### config.mk
export PLATFORM = sky130hd
export DESIGN_NAME = pc_fetch_sequencer
export DESIGN_NICKNAME = d
export VERILOG_FILES = /design/src/rtl/pc_seq_pkg.sv /design/src/rtl/pc_next_select.sv /design/src/rtl/pc_fetch_sequencer.sv
export SDC_FILE = /design/constraint.sdc
export NUM_CORES = 1
export LEC_CHECK = 0
export CAP_MARGIN = 20
export CORE_MARGIN = 3
export CORE_UTILIZATION = 40
export DETAILED_ROUTE_END_ITERATION = 10
export PLACE_DENSITY = 0.83
export SLEW_MARGIN = 20
export SYNTH_ARGS = -nofsm -noshare
export SYNTH_HDL_FRONTEND = slang
export SYNTH_HIERARCHICAL = 1
export SYNTH_SLANG_ARGS = --single-unit
### constraint.sdc
create_clock -name clock -period 3.9 [get_ports clock]
set_input_delay 0.39 -clock clock [delete_from_list [all_inputs] [get_ports clock]]
set_output_delay 0.39 -clock clock [all_outputs]
set_load 0.05 [all_outputs]
### src/rtl/pc_seq_pkg.sv
// Shared types and constants for the instruction-fetch / PC-update sequencer.
package pc_seq_pkg;

  localparam int INSTR_BYTES = 4;
  localparam int PC_WIDTH    = 32;

  typedef enum logic [2:0] {
    IDLE  = 3'd0,
    REQ   = 3'd1,
    ISSUE = 3'd2,
    EXEC  = 3'd3,
    HALT  = 3'd4
  } pc_seq_state_t;

endpackage

### src/rtl/pc_next_select.sv
// Next-PC selection: sequential PC+4 or taken-branch target, with target alignment check.
module pc_next_select
  import pc_seq_pkg::*;
(
  input  logic [PC_WIDTH-1:0] pc,
  input  logic [PC_WIDTH-1:0] branch_target,
  input  logic                branch,
  input  logic                zero,
  output logic [PC_WIDTH-1:0] next_pc,
  output logic                misaligned
);

  logic w_taken;

  assign w_taken = branch & zero;
  assign next_pc = w_taken ? branch_target : (pc + PC_WIDTH'(INSTR_BYTES));
  // PC+4 from an aligned PC is always aligned, so only a taken target can fault.
  assign misaligned = w_taken & (|branch_target[1:0]);

endmodule

### src/rtl/pc_fetch_sequencer.sv
// Multi-cycle fetch controller: owns the PC, fetches over req/ack, issues over
// valid/ready, waits for branch resolution, counts retirements, halts on a bad target.
module pc_fetch_sequencer
  import pc_seq_pkg::*;
#(
  parameter logic [31:0] RESET_PC = 32'h0000_0000
) (
  input  logic        clock,
  input  logic        reset,
  output logic        imem_req,
  output logic [31:0] imem_addr,
  input  logic        imem_ack,
  input  logic [31:0] imem_rdata,
  output logic [31:0] instr,
  output logic        instr_valid,
  input  logic        instr_ready,
  input  logic        resolve_valid,
  input  logic        branch,
  input  logic        zero,
  input  logic [31:0] branch_target,
  output logic [31:0] pc,
  output logic [31:0] retired,
  output logic        halted,
  output logic [2:0]  dbg_state
);

  // Handshakes: imem_req stays high until imem_ack is seen in the same cycle;
  // instr_valid stays high with instr stable until instr_ready is seen; a
  // transfer happens on any rising clock edge where both sides are high.

  pc_seq_state_t r_state;
  logic [31:0]   r_pc;
  logic [31:0]   r_instr;
  logic [31:0]   r_retired;
  logic          r_halted;

  logic [31:0]   w_next_pc;
  logic          w_misaligned;

  pc_next_select u_next (
    .pc            (r_pc),
    .branch_target (branch_target),
    .branch        (branch),
    .zero          (zero),
    .next_pc       (w_next_pc),
    .misaligned    (w_misaligned)
  );

  always_ff @(posedge clock or posedge reset) begin
    if (reset) begin
      r_state   <= IDLE;
      r_pc      <= RESET_PC;
      r_instr   <= 32'h0;
      r_retired <= 32'h0;
      r_halted  <= 1'b0;
    end else begin
      case (r_state)
        IDLE: r_state <= REQ;
        REQ: begin
          if (imem_ack) begin
            r_instr <= imem_rdata;
            r_state <= ISSUE;
          end
        end
        ISSUE: begin
          if (instr_ready) r_state <= EXEC;
        end
        EXEC: begin
          if (resolve_valid) begin
            r_retired <= r_retired + 32'd1;
            // A faulting instruction still retires, but the PC stays on it.
            if (w_misaligned) begin
              r_halted <= 1'b1;
              r_state  <= HALT;
            end else begin
              r_pc    <= w_next_pc;
              r_state <= REQ;
            end
          end
        end
        HALT:    r_state <= HALT;
        default: r_state <= IDLE;
      endcase
    end
  end

  // Outputs come only from registers or state decode.
  assign imem_req    = (r_state == REQ);
  assign imem_addr   = r_pc;
  assign instr_valid = (r_state == ISSUE);
  assign instr       = r_instr;
  assign pc          = r_pc;
  assign retired     = r_retired;
  assign halted      = r_halted;
  assign dbg_state   = r_state;

endmodule
==> flow_metrics.tcl <==
set metrics [dict create \
    start_util_pct 41.5 \
    antenna_left 0 \
    ios 205 \
    critPathSlowestCell "or4_1" \
    track_usage_pct 19.5 \
    wl_um 14000 \
    p_per_area_mw_per_mm2 886 \
    area_growth_pct 42.8 \
    worst_pin_slew_ns 0.989 \
    clk_pin_slew_ns 0.07 \
    clkSinkCount 100 \
    avgSynthCellArea_um2 10.6 \
    cts_buffer_depth 2 \
    groute.layer.met1.usage_pct 23.5 \
    fin_setup_tns_ns 0 \
    rows 41 \
    cts_buffers 9 \
    final_nets 737 \
    drv_cap 0 \
    cpMostUsedCell "or4_1" \
    crit_family "simple AND/OR/NAND/NOR gates" \
    diodes 0 \
    cts_setup_buffers 0 \
    ys_seq_area_share_pct 47.2 \
    clock-skew-final_ns 0.00840 \
    reg2reg_slack_ns 1.30 \
    htree_levels 3 \
    grt_use_met3_pct 5.87 \
    dpl.hpwl_um 10200 \
    antenna_found_initial 0 \
    use_met2_pct 32.9 \
    fp.coreArea_mm2 0.0128 \
    required_ns 4.18 \
    finalHoldViolCount 0 \
    max-vdd-ir-drop_v 0.000630 \
    multiInputGateArea_mm2 0.00244 \
    ys_ff_latch 100 \
    finalSetupViolations 0 \
    wl_per_cell_um 16.7 \
    first_pass_iters 5 \
    fin_util_pct 59.3 \
    synth-edff-count 0 \
    synth_cell_types 39 \
    critPathMaxFanout 24 \
    hold_class "input port to asynchronous set/reset pin" \
    drtIter0Drc 306 \
    via_per_inst 5.32 \
    io_buffers 204 \
    outcome "finished clean" \
    busiest_layer "met2" \
    drv_slew 0 \
    crit_buf_inv 0 \
    fmax_mhz 385 \
    grt_overflow_total 0 \
    n_fill_cell 1038 \
    clock_latency_ns 0.35 \
    dieArea_mm2 0.0147 \
    cts_root_buffer "clkbuf_16" \
    route.vias.total 4475 \
    critical_path.cell_chain "nand4_2, or4_1, or4_1, a31oi_1, mux2_2" \
    cts_tree "yes" \
    period_needed_ns 2.60 \
    ys.flop_type "dfrtp_1" \
    crit_type "register to register" \
    syn-instance-count 499 \
    finalCritPeriodShare_pct 66.6 \
    leakage_nw 3.03 \
    cts.hold.buffers_added 0 \
    cts.repair.resized 0 \
    arrival_ns 2.88 \
    async_flop_share_pct 100 \
    grt_pass1_wl_um 22900 \
    syn_nets 572 \
    drive_gt1_share_pct 14.5 \
    routabilityCongestion 0.829 \
    place_area_mm2 0.00726 \
    grt_pass1_vias 4492 \
    grt_max_degree 44 \
    crit_path_end_kind "register" \
    grt_setup_unrepaired "no" \
    start_kind "register" \
    slew_headroom_pct 34.1 \
    die_h_um 121 \
    stdcell_area_mm2 0.00757 \
    dieWidth_um 121 \
    yosys_warnings 6 \
    slowest_delay_ns 0.90 \
    seq_area_mm2 0.00250 \
    syn-cell-area_mm2 0.00530 \
    drc 0 \
]
-- registers in the layout (all words and copies together), names as in the netlist --
signal     cells
instr         32
halted         1
dbg_state      3
imem_addr     32
retired       32
-- worst reg2reg max path, cell delays in order (launching register included) --
cell and delay [ns]:
dfrtp_1 0.48, nand4_2 0.19, or4_1 0.90, or4_1 0.63, a31oi_1 0.17, mux2_2 0.17
-- cells in the mapped netlist (6+ instances only) --
master	count	area, um2
inv_1	6	22.5
mux2_2	64	721
nand2_1	51	191
nor3_1	10	50.1
nand4_1	16	100
dfrtp_1	100	2500
or4_1	15	113
o31ai_1	11	82.6
a31oi_1	12	75.1
buf_4	32	240
nand3_1	28	140
nor2_1	24	90.1
xnor2_1	28	245
buf_2	7	35.0
clkbuf_1	13	48.8
and3_1	11	68.8
xor2_1	17	149
o21ai_0	16	80.1
-- cell type report --
cell class,count,share of cell area (%)
Clock inverter,6,0.942
Clock buffer,10,3.16
Sequential cell,100,33.1
Tap cell,172,2.84
Inverter,6,0.331
Multi-Input combinational cell,338,32.2
Timing Repair Buffer,209,27.5
-- worst paths after layout --
kind,startpoint,endpoint,cells after the start
worst max-delay path,imem_addr[10],imem_addr[31],5
worst min-delay path,reset,instr[7],2
worst max register to register,imem_addr[10],imem_addr[31],5
worst min register to register,halted,halted,1
max in group asynchronous,reset,imem_addr[11],3
min in group clock,halted,halted,1
-- stage by stage --
| step | hold slack, ns | power (mW) | setup WS (ns) | cells |
|---|---|---|---|---|
| after floorplan | 0.542 | 4.65 | 0.891 | 499 |
| after global placement | 0.455 | 5.74 | 1.19 | 825 |
| after detailed placement | 0.463 | 5.82 | 1.14 | 825 |
| after CTS | 0.463 | 6.77 | 1.28 | 841 |
| after global routing | 0.491 | 7.02 | 1.13 | 841 |
| final | 0.441 | 6.70 | 1.30 | 841 |
-- layout by cell type (no fill, tap or decap), drive strengths merged, types with 3 or more instances in the layout --
| cell type | instances |
|---|---|
| xor2 | 17 |
| buf | 5 |
| nor4 | 4 |
| xnor2 | 28 |
| nor3 | 12 |
| clkdlybuf4s50 | 204 |
| clkbuf | 10 |
| nand2 | 51 |
| and4 | 6 |
| inv | 7 |
| dfrtp | 100 |
| mux2 | 64 |
| nand4 | 19 |
| nand3 | 28 |
| o31ai | 11 |
| nor2 | 24 |
| o21ai | 16 |
| or4 | 16 |
| nand2b | 4 |
| and2 | 3 |
| and3 | 11 |
| a31oi | 12 |
-- metal layers --
layer / part of all wire, % / up-vias
met5: 0 / -
met2: 50 / 194
met3: 8.6 / 22
li1: - / 2079
met1: 39 / 2180
met4: 2.0 / 0
-- logic make-up after synthesis --
logic type / after synthesis / share of synthesized area [%]
AOI/OAI and AO/OA: 44 / 5.12
xor gates and xnor gates: 45 / 7.43
adders and majority gates: 2 / 0.472
buffers and inverters: 61 / 7.03
DFF: 100 / 47.2
muxes: 64 / 13.6
and+or+nand+nor: 183 / 19.1
-- power by group --
part / total, mW / switching, mW / internal [mW]
clock network: 0.918 / 0.399 / 0.519
registers: 1.85 / 0.452 / 1.40
logic: 3.93 / 2.51 / 1.42
No activity file was read; power rests on OpenSTA's default activity.
